$ cat src/rtl/int_res_station.sv
// Integer reservation station: holds issued ALU ops until operands arrive,
// snoops the CDB, and dispatches the oldest ready op to the ALU.
module int_res_station #(
  parameter int LENGTH = 32,
  parameter int TAG_W  = 6,
  parameter int DEPTH  = 4
) (
  input  logic                         clk,
  input  logic                         rst_n,
  input  logic                         flush,
  input  logic                         issue_valid,
  output logic                         issue_ready,
  input  logic [3:0]                   issue_op,
  input  logic [TAG_W-1:0]             issue_rd_tag,
  input  logic                         issue_rs1_rdy,
  input  logic [TAG_W-1:0]             issue_rs1_tag,
  input  logic [LENGTH-1:0]            issue_rs1_data,
  input  logic                         issue_rs2_rdy,
  input  logic [TAG_W-1:0]             issue_rs2_tag,
  input  logic [LENGTH-1:0]            issue_rs2_data,
  input  logic                         cdb_valid,
  input  logic [TAG_W-1:0]             cdb_tag,
  input  logic [LENGTH-1:0]            cdb_data,
  output logic                         exe_valid,
  input  logic                         exe_ready,
  output logic [3:0]                   exe_op,
  output logic [LENGTH-1:0]            exe_a,
  output logic [LENGTH-1:0]            exe_b,
  output logic [TAG_W-1:0]             exe_tag,
  output logic [$clog2(DEPTH+1)-1:0]   occupancy
);

  localparam int OW = $clog2(DEPTH+1);
  localparam int IW = $clog2(DEPTH);

  logic [DEPTH-1:0]  busy_q;
  logic [DEPTH-1:0]  s1r_q;
  logic [DEPTH-1:0]  s2r_q;
  logic [3:0]        op_q  [DEPTH];
  logic [TAG_W-1:0]  rd_q  [DEPTH];
  logic [TAG_W-1:0]  s1t_q [DEPTH];
  logic [TAG_W-1:0]  s2t_q [DEPTH];
  logic [LENGTH-1:0] s1d_q [DEPTH];
  logic [LENGTH-1:0] s2d_q [DEPTH];
  // old_q[i][j] set: entry i was issued before entry j
  logic [DEPTH-1:0]  old_q [DEPTH];
  logic [OW-1:0]     occ_q;

  logic [DEPTH-1:0]  rdy;
  logic [DEPTH-1:0]  sel;
  logic [IW-1:0]     sel_idx;
  logic [IW-1:0]     free_idx;
  logic              do_issue;
  logic              do_disp;
  logic              byp1;
  logic              byp2;

  assign issue_ready = (occ_q < OW'(DEPTH));
  assign occupancy   = occ_q;
  assign do_issue    = issue_valid & issue_ready;
  assign do_disp     = exe_valid & exe_ready;
  assign byp1 = cdb_valid & (cdb_tag == issue_rs1_tag);
  assign byp2 = cdb_valid & (cdb_tag == issue_rs2_tag);

  // Pick the oldest ready entry and the lowest free slot
  always_comb begin
    rdy      = busy_q & s1r_q & s2r_q;
    sel      = '0;
    sel_idx  = '0;
    free_idx = '0;
    exe_valid = |rdy;
    exe_op   = '0;
    exe_a    = '0;
    exe_b    = '0;
    exe_tag  = '0;
    for (int i = 0; i < DEPTH; i++) begin
      sel[i] = rdy[i];
      for (int j = 0; j < DEPTH; j++) begin
        if (rdy[j] && old_q[j][i]) sel[i] = 1'b0;
      end
    end
    for (int i = 0; i < DEPTH; i++) begin
      if (sel[i]) begin
        sel_idx = IW'(i);
        exe_op  = op_q[i];
        exe_a   = s1d_q[i];
        exe_b   = s2d_q[i];
        exe_tag = rd_q[i];
      end
    end
    for (int i = DEPTH-1; i >= 0; i--) begin
      if (!busy_q[i]) free_idx = IW'(i);
    end
  end

  // Entry state, CDB capture, age tracking and occupancy
  always_ff @(posedge clk) begin
    if (!rst_n) begin
      busy_q <= '0;
      occ_q  <= '0;
      for (int i = 0; i < DEPTH; i++) old_q[i] <= '0;
    end else if (flush) begin
      busy_q <= '0;
      occ_q  <= '0;
    end else begin
      for (int i = 0; i < DEPTH; i++) begin
        if (busy_q[i] && !s1r_q[i] && cdb_valid
            && cdb_tag == s1t_q[i]) begin
          s1r_q[i] <= 1'b1;
          s1d_q[i] <= cdb_data;
        end
        if (busy_q[i] && !s2r_q[i] && cdb_valid
            && cdb_tag == s2t_q[i]) begin
          s2r_q[i] <= 1'b1;
          s2d_q[i] <= cdb_data;
        end
      end
      if (do_disp) busy_q[sel_idx] <= 1'b0;
      if (do_issue) begin
        busy_q[free_idx] <= 1'b1;
        op_q[free_idx]   <= issue_op;
        rd_q[free_idx]   <= issue_rd_tag;
        s1t_q[free_idx]  <= issue_rs1_tag;
        s2t_q[free_idx]  <= issue_rs2_tag;
        s1r_q[free_idx]  <= issue_rs1_rdy | byp1;
        s2r_q[free_idx]  <= issue_rs2_rdy | byp2;
        s1d_q[free_idx]  <= issue_rs1_rdy ? issue_rs1_data : cdb_data;
        s2d_q[free_idx]  <= issue_rs2_rdy ? issue_rs2_data : cdb_data;
        old_q[free_idx]  <= '0;
        for (int j = 0; j < DEPTH; j++) begin
          if (IW'(j) != free_idx) old_q[j][free_idx] <= 1'b1;
        end
      end
      if (do_issue && !do_disp) occ_q <= occ_q + OW'(1);
      else if (do_disp && !do_issue) occ_q <= occ_q - OW'(1);
    end
  end

endmodule

$ cat config.mk
export PLATFORM = sky130hd
export DESIGN_NAME = int_res_station
export DESIGN_NICKNAME = d
export VERILOG_FILES = /design/src/rtl/int_res_station.sv
export SDC_FILE = /design/constraint.sdc
export NUM_CORES = 1
export LEC_CHECK = 0
export ABC_AREA = 1
export CAP_MARGIN = 15
export CORE_MARGIN = 3
export CORE_UTILIZATION = 50
export DETAILED_ROUTE_END_ITERATION = 6
export PLACE_DENSITY_LB_ADDON = 0.3
export SYNTH_ARGS = -nofsm -noshare
export SYNTH_HDL_FRONTEND = slang
export SYNTH_SLANG_ARGS = --single-unit
$ cat constraint.sdc
create_clock -name clk -period 4.9 [get_ports clk]
set_input_delay 0.98 -clock clk [delete_from_list [all_inputs] [get_ports clk]]
set_output_delay 0.98 -clock clk [all_outputs]
set_load 0.05 [all_outputs]
==> results by stage, run 1 <==
Synthesis:
- In this run, synthesis produced a sequential element count of 375.
- In this run, synthesis inferred 352 flip-flops with an integrated enable.
- The mean instance size in the synthesized netlist is 9.20 um^2.
- sky130_fd_sc_hd__edfxtp_1 takes more of the synthesized area than any other cell.
- The top cell type's share of synthesized area is 56.0%.
- Ranked by instance count, the synthesized netlist is headed by 677 x sky130_fd_sc_hd__nand2_1, 352 x sky130_fd_sc_hd__edfxtp_1, 213 x sky130_fd_sc_hd__inv_1.
- By instance count, the leading cell after synthesis is sky130_fd_sc_hd__nand2_1.
- The number of distinct standard cells referenced by the synthesized netlist is 34.
- Synthesis produced a netlist whose cell count is 2050.
- The part of the Yosys area used for sequential elements is 58.5%.
- During synthesis, Yosys emitted a total of 0 warnings.
- Summing every instance area after synthesis gives 18900 um^2.
- Of all flip-flops after synthesis, the portion carrying an async set or reset was 0%.
- The number of nets handed over by synthesis was 2184.
- In the synthesized netlist the dominant register cell turns out to be sky130_fd_sc_hd__edfxtp_1.
- By area the synthesized netlist is led by sky130_fd_sc_hd__edfxtp_1 56%, sky130_fd_sc_hd__nand2_1 13%, sky130_fd_sc_hd__o21ai_0 4.5%.

Power and ir drop:
- Across the VDD grid, the largest voltage drop is 291 uV.
- The power density normalized to cell area is 316 nW/um^2.
- The analysis attributes to cell leakage a power of 9.36 nW.

Cells and area:
- In the final layout, the share of cells above drive strength 1 is 5.54%.
- The relative area change from synthesis to final layout is 20.3%.
- Measured on the finished design, the core utilization comes to 61.6%.
- At the end of the flow, the number of nets in the layout was 2349.
- The final non-filler cell area is 22700 um^2.
- The repair_antennas step left the layout with diodes totalling 0.

Setup path:
- The critical path capture point type is an output port.
- In this run the register-to-register setup slack is 2.25 ns.
- The endpoint identified for the worst register-to-register timing path is rd_q[3][5].
- The critical path data required time is 3.92 ns.
- The launching instance or port of the critical path is busy_q[3].
- The worst register-to-register path begins at busy_q[2].
- Along the worst path, the maximum fanout reaches 52.
- The capture point of the critical path is exe_a[0].
- The arrival time of the worst setup path is 3.54 ns.
- Measured in cells, the most critical reg-to-reg path has a length of 7.
- The startpoint-to-endpoint class of the critical path is reg2out.
- The worst setup path is launched from a flip-flop.

Drt:
- The detailed-router iteration count before antenna repair is 5.
- The number of vias in the routed layout is 15100.
- After detailed routing, the total wire length is 52000 um.
- After the first detailed-routing iteration, the DRC count stood at 1232.
- The detail route stage leaves a number of antenna-violating nets equal to 0.
- Dividing the detail-routed wire length by the instance count gives 19.0 um.
- The total DRC errors in the routed layout is 0.
- The post-detailed-route via-to-cell ratio is 5.52.

Clocking:
- After clock tree synthesis, the flow added hold-fix buffers numbering 0.
- The CTS tree is built.
- The number of clock buffers added by TritonCTS is 41.
- The tree is rooted in a sky130_fd_sc_hd__clkbuf_16.
- For the worst-skew pair, the clock arrives at the later sink with an insertion delay of 0.54 ns.
- In this run the post-CTS setup repair buffer count came out at 0.
- The total number of H-tree levels is 2.
- The longest clock path from root to sink contains 3 buffers.
- The count of cells resized by post-cts repair is 0.
- The post-CTS clock slew at the launch and capture registers of the worst setup and hold paths is 0.06 ns.
- The total clock sinks is 375.

Worst hold path:
- In this run the worst hold path is classified as reg2reg.

Global routing:
- The number of global-route vias before repair was 14800.
- The first-pass GRT wire length is 80200 um.
- The number of antenna violations at the first check in global routing is 0.
- The total overflow reported by the global router is 0.
- The global router's overall resource usage is 25.2%.
- Entering global routing, the biggest net connects 103 pins.

Job:
- The tool flagged a number of max-cap violations equal to 0.

Floorplan:
- The top-level I/O count is 211.
- The total area inside the core boundary comes to 36900 um^2.
- The die footprint is 40100 um^2.
- Measured along the x axis, the die boundary spans 200 um.
- The chip height is 200 um.
- The standard-cell row count is 70.
- The initial core utilization is 51.2%.

Status:
- The flow ran to the end, and the final reports show no timing, DRC or antenna violations.

Placement:
- The instance area after placement is 21400 um^2.
- The detailed-placement wirelength estimate is 32300 um.
- At the end of routability-driven placement, the weighted congestion stood at 0.918.
- Input and output buffers added on the ports amount to 210.

STA:
- The relative max-transition margin is 27.0%.
- For this run, the top clock speed supported by timing is 221 MHz.
- Setup violations remaining at the end of the flow were counted as 0.
- The total count of max-transition violations in the final report is 0.
- The number of hold violations in the final report is 0.
- Setup repair after global routing left no endpoint under its margin.
- The summed negative setup slack over all endpoints is 0 ns.
- The clock arrives with 0.0209 ns of skew.
- Dividing the final minimum period by the clock period gives 92.3%.
- At the pin with the least slew margin, the transition time is 1.10 ns.
- The shortest clock period the worst path allows after layout is 4.52 ns.
==> per-layer routing <==
metal	vias up	wire length, um	track usage [%]
met2	787	25200	42.4
met1	7112	20700	33.3
met4	0	1240	8.19
met5	-	0	0
li1	7145	-	-
met3	94	4970	4.49
==> worst min-delay path by stage <==
stage / slack [ns] / end / from / cells past startpoint
5_1_grt: 0.47 / old_q[1][1] / old_q[1][1] / 2
4_1_cts: 0.45 / old_q[1][1] / old_q[1][1] / 2
6_report: 0.44 / old_q[1][1] / old_q[1][1] / 2
3_3_place_gp: 0.43 / old_q[1][1] / old_q[1][1] / 2
2_1_floorplan: 0.41 / old_q[1][1] / old_q[1][1] / 2
3_5_place_dp: 0.43 / old_q[1][1] / old_q[1][1] / 2
==> power by group <==
part | total, mW | internal (mW) | switching [mW]
combinational | 0.580 | 0.225 | 0.355
clock | 3.03 | 1.80 | 1.23
sequential | 3.57 | 3.55 | 0.0179
==> logic make-up (layout without fill, tap and decap cells) <==
group	after synthesis	after routing	share of synthesized area, %
AO/OA/AOI/OAI	286	286	7.64
adder cells (fa/ha/maj)	2	2	0.172
multiplexers	64	64	3.40
flip-flops	375	375	58.5
buffers and inverters	337	526	7.72
XOR/XNOR	39	39	1.81
AND/OR/NAND/NOR	947	947	20.8
==> final cells by class <==
type	count	area [um^2]
Fill cell	3010	14200
Sequential cell	375	11000
Multi-Input combinational cell	1338	6510
Timing Repair Buffer	239	2400
Clock buffer	52	1110
Inverter	220	827
Tap cell	504	631
Clock inverter	15	196
==> worst max-delay path, stage by stage, from the launching register on <==
cell and delay (ns):
sky130_fd_sc_hd__dfxtp_1 0.52, sky130_fd_sc_hd__nand3_2 0.17, sky130_fd_sc_hd__nor2_1 0.11, sky130_fd_sc_hd__nand2_1 0.10, sky130_fd_sc_hd__nor2_4 0.19, sky130_fd_sc_hd__buf_4 0.65
sky130_fd_sc_hd__nand2_1 0.17, sky130_fd_sc_hd__nand2_1 0.11, sky130_fd_sc_hd__inv_1 0.04, sky130_fd_sc_hd__nand2_1 0.10, sky130_fd_sc_hd__clkdlybuf4s50_1 0.84
==> cell usage in the layout, fill, tap and decap left out, types with 4 or more instances in the layout <==
master,n
sky130_fd_sc_hd__inv_2,6
sky130_fd_sc_hd__buf_4,22
sky130_fd_sc_hd__mux2i_1,64
sky130_fd_sc_hd__dfxtp_1,23
sky130_fd_sc_hd__bufinv_16,4
sky130_fd_sc_hd__clkinv_2,5
sky130_fd_sc_hd__clkbuf_8,4
sky130_fd_sc_hd__xor2_1,16
sky130_fd_sc_hd__a21oi_1,7
sky130_fd_sc_hd__nand2_1,677
sky130_fd_sc_hd__clkbuf_1,7
sky130_fd_sc_hd__a21oi_4,6
sky130_fd_sc_hd__edfxtp_1,352
sky130_fd_sc_hd__nor2_1,55
sky130_fd_sc_hd__o21ai_1,101
sky130_fd_sc_hd__clkdlybuf4s50_1,208
sky130_fd_sc_hd__buf_12,7
sky130_fd_sc_hd__inv_1,213
sky130_fd_sc_hd__nor2_4,10
sky130_fd_sc_hd__clkinv_1,4
sky130_fd_sc_hd__nor3_1,5
sky130_fd_sc_hd__clkbuf_16,41
sky130_fd_sc_hd__xnor2_1,23
sky130_fd_sc_hd__nand4_1,17
sky130_fd_sc_hd__nand3_1,167
sky130_fd_sc_hd__o21ai_0,168
==> stage by stage <==
stage	hold WS, ns	instances	worst slack [ns]	total power, mW
after floorplan	0.414	2050	1.18	3.94
after global placement	0.427	2676	0.984	4.20
after detailed placement	0.435	2676	0.986	4.21
after CTS	0.446	2743	0.412	7.21
after global routing	0.470	2743	0.218	7.40
final	0.444	2743	0.375	7.18
==> sequential cells by signal (all words and copies together) (netlist names) <==
name,flops
s1d_q,128
rd_q,24
s2d_q,128
s1t_q,24
busy_q,4
s2r_q,4
occupancy,3
s2t_q,24
old_q,16
s1r_q,4
op_q,16
Power figures use the tool's default switching activity.
==> inputs of run 2 (changes only) <==
Settings changed: SLEW_MARGIN set to 30.
==> run 2 against run 1 <==
The run now ends with design-rule violations left. Combinational power barely moved. Via count is 0.11% higher. Die area is the same. First-iteration DRC count grew 2.8%. Global-route usage unchanged. Clock skew is 0.00083 ns lower. Sequential share of layout area hardly changed. Total power is essentially flat. Hold slack about the same. Utilization about the same. Maximum frequency is 0.22% lower. Critical path type unchanged. Largest power group unchanged. Highest routed layer unchanged.
==> results by stage, run 2 (same netlist as run 1, synthesis figures left out) <==
Status:
- The run finished, with violations left.
- The checks that failed: design-rule violations.

Cells and area:
- The total number of nets in the final design is 2349.
- The most frequent standard cell in the layout excluding fill and tap cells is sky130_fd_sc_hd__nand2_1.
- The share of cells above drive strength 1 is 5.58%.
- From synthesis to final layout, the design area changed by 20.4%.
- The largest registers in the layout are s1d_q: 128 flops, s2d_q: 128 flops.
- The count of cells in the finished layout, fillers not included, comes to 2743.
- Once layout is complete, the utilization of the core stands at 61.6%.
- The top cell types in the final layout, fill and taps aside, are 677 x sky130_fd_sc_hd__nand2_1, 352 x sky130_fd_sc_hd__edfxtp_1, 212 x sky130_fd_sc_hd__inv_1.
- Summing all non-filler instances in the final layout gives an area of 22700 um^2.
- 0 antenna diodes ended up in the layout.

STA:
- The shortest clock period the worst path allows after layout is 4.53 ns.
- Across all hold checks on the routed design, the worst slack comes to 0.444 ns.
- Between clock sinks in the finished design, the worst skew comes to 0.0200 ns.
- The transition time at the pin with the least slew margin is 0.965 ns.
- The final worst setup slack is 0.366 ns.
- In the finished design, the share of the clock period the worst path needs comes to 92.5%.
- Setup violations remaining at the end of the flow were counted as 0.
- For this run, the top clock speed supported by timing is 221 MHz.
- The relative max-transition margin is 35.7%.
- Setup repair after global routing left no endpoint under its margin.
- The summed negative setup slack over all endpoints is 0 ns.
- The total count of max-transition violations in the final report is 0.
- The number of hold violations in the final report is 0.

Clocking:
- The count of cells resized by post-cts repair is 0.
- Counting along the longest clock path gives a buffer depth of 3.
- Buffers added to address setup during post-CTS repair amount to 0.
- Buffers inserted during clock tree synthesis total 41.
- The total number of H-tree levels is 2.
- The CTS tree is built.
- The master cell of the clock root buffer is sky130_fd_sc_hd__clkbuf_16.
- Clock latency on the worst-skew pair, taken at its later pin, is 0.55 ns.
- The cts-stage hold buffer count is 0.
- Clock-pin slew was measured on the worst setup and hold paths at 0.06 ns.
- The total clock sinks is 375.

Setup path:
- STA classifies the critical path endpoint as an output port.
- The setup path with the least slack is of type reg2out.
- The worst register-to-register path has a setup slack of 2.23 ns.
- At the worst endpoint, the arrival time is 3.55 ns.
- The critical path data required time is 3.92 ns.
- Of all nets on the critical path, the largest fanout is 52.
- The critical path startpoint category is a flip-flop.

Global routing:
- The total overflow reported by the global router is 0.
- Entering global routing, the biggest net connects 103 pins.
- The global router's overall resource usage is 25.2%.
- The number of global-route vias before repair is 14800.
- The first global-routing pass estimated 80200 um of wire.
- The number of antenna violations at the first check in global routing is 0.

Floorplan:
- The die outline width is 200 um.
- The standard-cell row count is 70.
- Pin placement for this block handled 211 I/O pins.
- The chip height is 200 um.
- Once the floorplan was initialized, standard cells occupied 51.2% of the core.
- In this run the standard cell core region covers 36900 um^2.
- The die covers 40100 um^2.

Placement:
- The last weighted congestion value of the routability-driven placer is 0.918.
- The detailed-placement wirelength estimate is 32300 um.
- Summing all placed instances gives a cell area of 21400 um^2.
- Port buffering added 210 buffers.
- The worst slack at placement is 0.986 ns.
- The number of instances in the placed design is 2676.

Worst hold path:
- The type of the most critical hold path is reg2reg.

Power and ir drop:
- The total power is 7.18 mW.
- The maximum ir drop on the vdd rail is 291 uV.
- The power density normalized to cell area is 316 nW/um^2.
- The reported leakage power is 9.35 nW.

Drt:
- The post-detailed-route wirelength per cell is 19.0 um.
- After detailed routing, the number of vias per cell comes to 5.52.
- The number of nets with antenna violations after detailed routing is 0.
- For this run, the detailed router's first-pass iteration total came to 7.
- The final layout contains routed wiring with a total length of 52100 um.
- After detailed routing, the number of remaining DRC violations is 1.
- The routed layout has 15200 vias.
- The first routing iteration left 1266 violations.

Job:
- The count of maximum capacitance violations is 0.
-- run 2: cell count changes in the layout (fill, tap and decap cells not counted) --
cell | before | now
sky130_fd_sc_hd__buf_6 | 0 | 1
sky130_fd_sc_hd__buf_4 | 22 | 21
sky130_fd_sc_hd__inv_1 | 213 | 212
sky130_fd_sc_hd__inv_2 | 6 | 7
-- run 2: power breakdown --
part / switching [mW] / internal (mW) / total (mW)
sequential: 0.0179 / 3.55 / 3.57
clock: 1.23 / 1.80 / 3.03
combinational: 0.356 / 0.225 / 0.581
total: 1.60 / 5.58 / 7.18
-- run 2: routing by layer --
layer / vias up / track usage, % / part of all wire (%)
li1: 7149 / - / -
met4: 0 / 8.19 / 2.4
met3: 94 / 4.49 / 9.4
met5: - / 0 / 0
met1: 7131 / 33.3 / 40
met2: 780 / 42.4 / 48
-- run 2: cell type report --
type                       count  area, um^2
tap                          504         631
clock inverter                15         196
sequential                   375       11000
multi-input combinational   1338        6510
clock buffer                  52        1110
fill                        3009       14200
timing repair buffer         239        2400
inverter                     220         827
-- run 2: path summary, 6_finish.rpt --
path                               endpoint   startpoint  cells after the start
worst min-delay path            old_q[1][1]  old_q[1][1]                      2
worst max-delay path               exe_a[0]    busy_q[3]                     10
worst min register to register  old_q[1][1]  old_q[1][1]                      2
worst max register to register   rd_q[3][5]    busy_q[2]                      7
-- run 2: worst max-delay path, stage by stage, from the launching register on --
cell,delay [ns]
sky130_fd_sc_hd__dfxtp_1,0.52
sky130_fd_sc_hd__nand3_2,0.17
sky130_fd_sc_hd__nor2_1,0.11
sky130_fd_sc_hd__nand2_1,0.10
sky130_fd_sc_hd__nor2_4,0.19
sky130_fd_sc_hd__buf_4,0.65
sky130_fd_sc_hd__nand2_1,0.17
sky130_fd_sc_hd__nand2_1,0.11
sky130_fd_sc_hd__inv_1,0.04
sky130_fd_sc_hd__nand2_1,0.10
sky130_fd_sc_hd__clkdlybuf4s50_1,0.84
==> inputs of run 3 (changes only) <==
--- a/constraint.sdc
+++ b/constraint.sdc
@@ -3,2 +3,2 @@
 set_output_delay 0.98 -clock clk [all_outputs]
-set_load 0.05 [all_outputs]
+set_load 0.02 [all_outputs]
==> run 3 against run 2 <==
The run now ends clean. Hold slack improved by 0.0063 ns. Worst setup slack gained 0.072 ns. Utilization increased by 0.48 points. First-iteration DRC count rose by 26%. Global-route usage is 0.30 points higher. Total power up 0.74%. Sequential power barely moved. Critical path depth is the same. Register-to-register slack got worse by 0.04 ns. Routed wire length rose by 0.57%. Non-clock buffer count grew 7. Die area unchanged. Critical endpoint is now exe_b[26]. Highest routed layer unchanged.
==> results by stage, run 3 (same netlist as run 1, synthesis figures left out) <==
Status:
- The run finished with clean final reports.

Setup path:
- In this run the register-to-register setup slack is 2.19 ns.
- The launching instance or port of the critical path is busy_q[3].
- Walking the worst path, the cells encountered are nand3_2 -> nor2_1 -> nand2_1 -> nor2_4 -> buf_4 -> nand2_1 -> nand2_1 -> inv_1 -> nand2_1 -> clkdlybuf4s50_1.
- The critical path's slowest cell is sky130_fd_sc_hd__buf_4.
- The critical path's most frequent cell is sky130_fd_sc_hd__nand2_1.
- The critical path ends at exe_b[26].
- In this design, the stage delay of the slowest critical-path cell is 0.81 ns.
- The critical path is of the reg2out type.
- The endpoint identified for the worst register-to-register timing path is s1d_q[3][15].
- The beginning of the worst register-to-register path is busy_q[2].
- The depth of the worst register-to-register path is 7.
- STA puts the critical path data arrival time at 3.48 ns.
- The critical path capture point type is an output port.
- For the worst setup path, the data required time is 3.92 ns.
- The critical path startpoint category is a flip-flop.
- Along the worst path, the maximum fanout reaches 75.

STA:
- The worst clock skew is 0.0115 ns.
- Timing would allow up to 224 MHz.
- The shortest clock period the worst path allows after layout is 4.46 ns.
- In the final timing run, aggregate negative setup slack is 0 ns.
- Setup violations remaining at the end of the flow were counted as 0.
- Setup repair after global routing left no endpoint under its margin.
- The worst pin sits at a relative slew slack of 33.7%.
- The worst hold slack across all endpoints is 0.451 ns.
- The number of hold violations in the final report is 0.
- The portion of the clock cycle consumed by the worst path in the final layout is 91.1%.
- At the pin with the least slew margin, the transition time is 0.994 ns.
- The total count of max-transition violations in the final report is 0.

Power and ir drop:
- IR analysis of the VDD net gives a maximum drop of 383 uV.
- The sequential cell fraction of total power is 49.3%.
- The combinational cell fraction of total power is 7.7%.
- The power density normalized to cell area is 316 nW/um^2.
- The internal power of the cells totals 5.63 mW.
- For this design the total switching power over the nets is 1.61 mW.
- The clock network is responsible for 43.0% of the overall power.
- Net switching is 22.2% of the power.
- For this design the static power due to leakage is 9.44 nW.

Placement:
- The last weighted congestion value of the routability-driven placer is 0.919.
- Summed over all nets, the half-perimeter wirelength after detailed placement is 34300 um.
- In this run the tool buffered the top-level ports with 210 buffer cells.
- Including well taps, the total number of placed cells is 2682.
- The instance area after placement is 21500 um^2.

Clocking:
- The maximum count of clock buffers along a single path is 3.
- At the later pin of the worst-skew pair, clock insertion delay measures 0.53 ns.
- Buffers inserted to repair hold after CTS numbered 0.
- After clock tree synthesis, the clock-pin slew on the worst setup and hold paths is 0.06 ns.
- The post-CTS repair timing setup buffer count is 0.
- The total clock sinks is 375.
- TritonCTS built the clock tree.
- The master cell of the clock root buffer is sky130_fd_sc_hd__clkbuf_16.
- In this run the number of H-tree levels came out at 2.
- The count of cells resized by post-cts repair is 0.
- In this run, CTS created clock tree buffers numbering 41.

Floorplan:
- Pin placement for this block handled 211 I/O pins.
- The die footprint is 40100 um^2.
- For this configuration, the core starts out at a cell density of 51.2%.
- The chip height is 200 um.
- The core area is 36900 um^2.
- Measured along the x axis, the die boundary spans 200 um.
- The floorplan has 70 rows.

Cells and area:
- The total number of nets in the final design is 2356.
- The area growth from synthesis to layout is 21.3%.
- The most frequent standard cell in the layout excluding fill and tap cells is sky130_fd_sc_hd__nand2_1.
- The final non-filler cell area is 22900 um^2.
- The library cells used most frequently in the layout, excluding fill and tap cells, are 677 x sky130_fd_sc_hd__nand2_1, 352 x sky130_fd_sc_hd__edfxtp_1, 211 x sky130_fd_sc_hd__inv_1.
- Counting the fill cells in the layout gives 2962.
- The final instance count without filler cells is 2760.
- In the final layout, the registers with the most flip-flops are s1d_q: 128 flops, s2d_q: 128 flops.
- The post-route netlist has 6.34% of its cells at a drive strength greater than 1.

Drt:
- The detailed router finished its first iteration with 1590 violations.
- Wire segments on met3 add up to 5220 um in the final route.
- The detailed-router iteration count before antenna repair is 5.
- The detailed router used layers up to and including met4.
- The number of vias in the routed layout is 15200.
- In the final routed layout, each cell accounts on average for 19.0 um.
- For this block, the routed nets add up to 52400 um of wire.
- The met1 wire length is 20800 um.
- The number of nets with antenna violations after detailed routing is 0.
- The sum of met2 wire segment lengths after detailed routing is 24800 um.
- Using the TritonRoute via totals, the vias-per-cell ratio works out to 5.52.
- For this run, design rule violations remaining after detail routing come to 0.

Global routing:
- The number of global-route vias before repair is 15000.
- Summed over all layers, the global routing overflow is 0.
- The global router's overall resource usage is 25.5%.
- The pin count of the biggest net entering global routing is 103.
- The number of antenna violations at the first check in global routing is 1.
- The first-pass GRT wire length is 81500 um.

Worst hold path:
- The worst hold path passes through 2 cells.
- The type of the most critical hold path is reg2reg.

Job:
- The count of maximum capacitance violations is 0.
run 3: changes by cell type in the layout (fill, tap and decap cells not counted), sizes merged:
cell      previous run  this run
buf                 31        38
bufinv               4         2
clkbuf              52        58
clkinv              11        13
clkinvlp             0         3
diode                0         1
run 3: per-stage QoR:
| step | setup slack (ns) | power [mW] | util (%) |
|---|---|---|---|
| 2_1_floorplan | 1.18 | 3.91 | - |
| 3_3_place_gp | 0.718 | 4.17 | 58.2 |
| 3_5_place_dp | 0.605 | 4.18 | 58.2 |
| 4_1_cts | 0.0288 | 7.25 | 62.0 |
| 5_1_grt | 0.204 | 7.45 | 62.0 |
| 6_report | 0.438 | 7.24 | 62.0 |
run 3: per-layer routing:
layer  GRT usage (%)  up-vias
met3            4.99      127
met2            42.1      825
met1            33.6     7100
met5               0        -
li1                -     7171
met4            9.40        0
run 3: worst max-delay path, delay by kind of cell (launching register included):
family                 cells  cell delay [ns]
buffers and inverters      3             1.46
DFF                        1             0.50
and+or+nand+nor            7             0.96
run 3: final cells by class:
| cell class | count | area, um^2 | share of cell area [%] |
|---|---|---|---|
| Antenna cell | 1 | 2.50 | 0.0109 |
| Clock buffer | 58 | 1220 | 5.34 |
| Sequential cell | 375 | 11000 | 48.2 |
| Timing Repair Buffer | 246 | 2510 | 11.0 |
| Inverter | 220 | 827 | 3.62 |
| Multi-Input combinational cell | 1338 | 6510 | 28.4 |
| Tap cell | 504 | 631 | 2.76 |
| Clock inverter | 18 | 151 | 0.662 |
run 3: power groups by stage:
stage          logic, mW  clock network (mW)  registers, mW
5_1_grt            0.606                3.27           3.57
4_1_cts            0.551                3.13           3.57
6_report           0.554                3.11           3.57
3_3_place_gp       0.531                   0           3.63
3_5_place_dp       0.547                   0           3.64
2_1_floorplan      0.280                   0           3.63
run 3: worst min-delay path by stage:
stage	slack, ns	start	endpoint
after global routing	0.46	old_q[1][1]	old_q[1][1]
after floorplan	0.41	old_q[1][1]	old_q[1][1]
after CTS	0.45	old_q[1][1]	old_q[1][1]
after global placement	0.43	old_q[1][1]	old_q[1][1]
final	0.45	old_q[1][1]	old_q[1][1]
after detailed placement	0.43	old_q[1][1]	old_q[1][1]
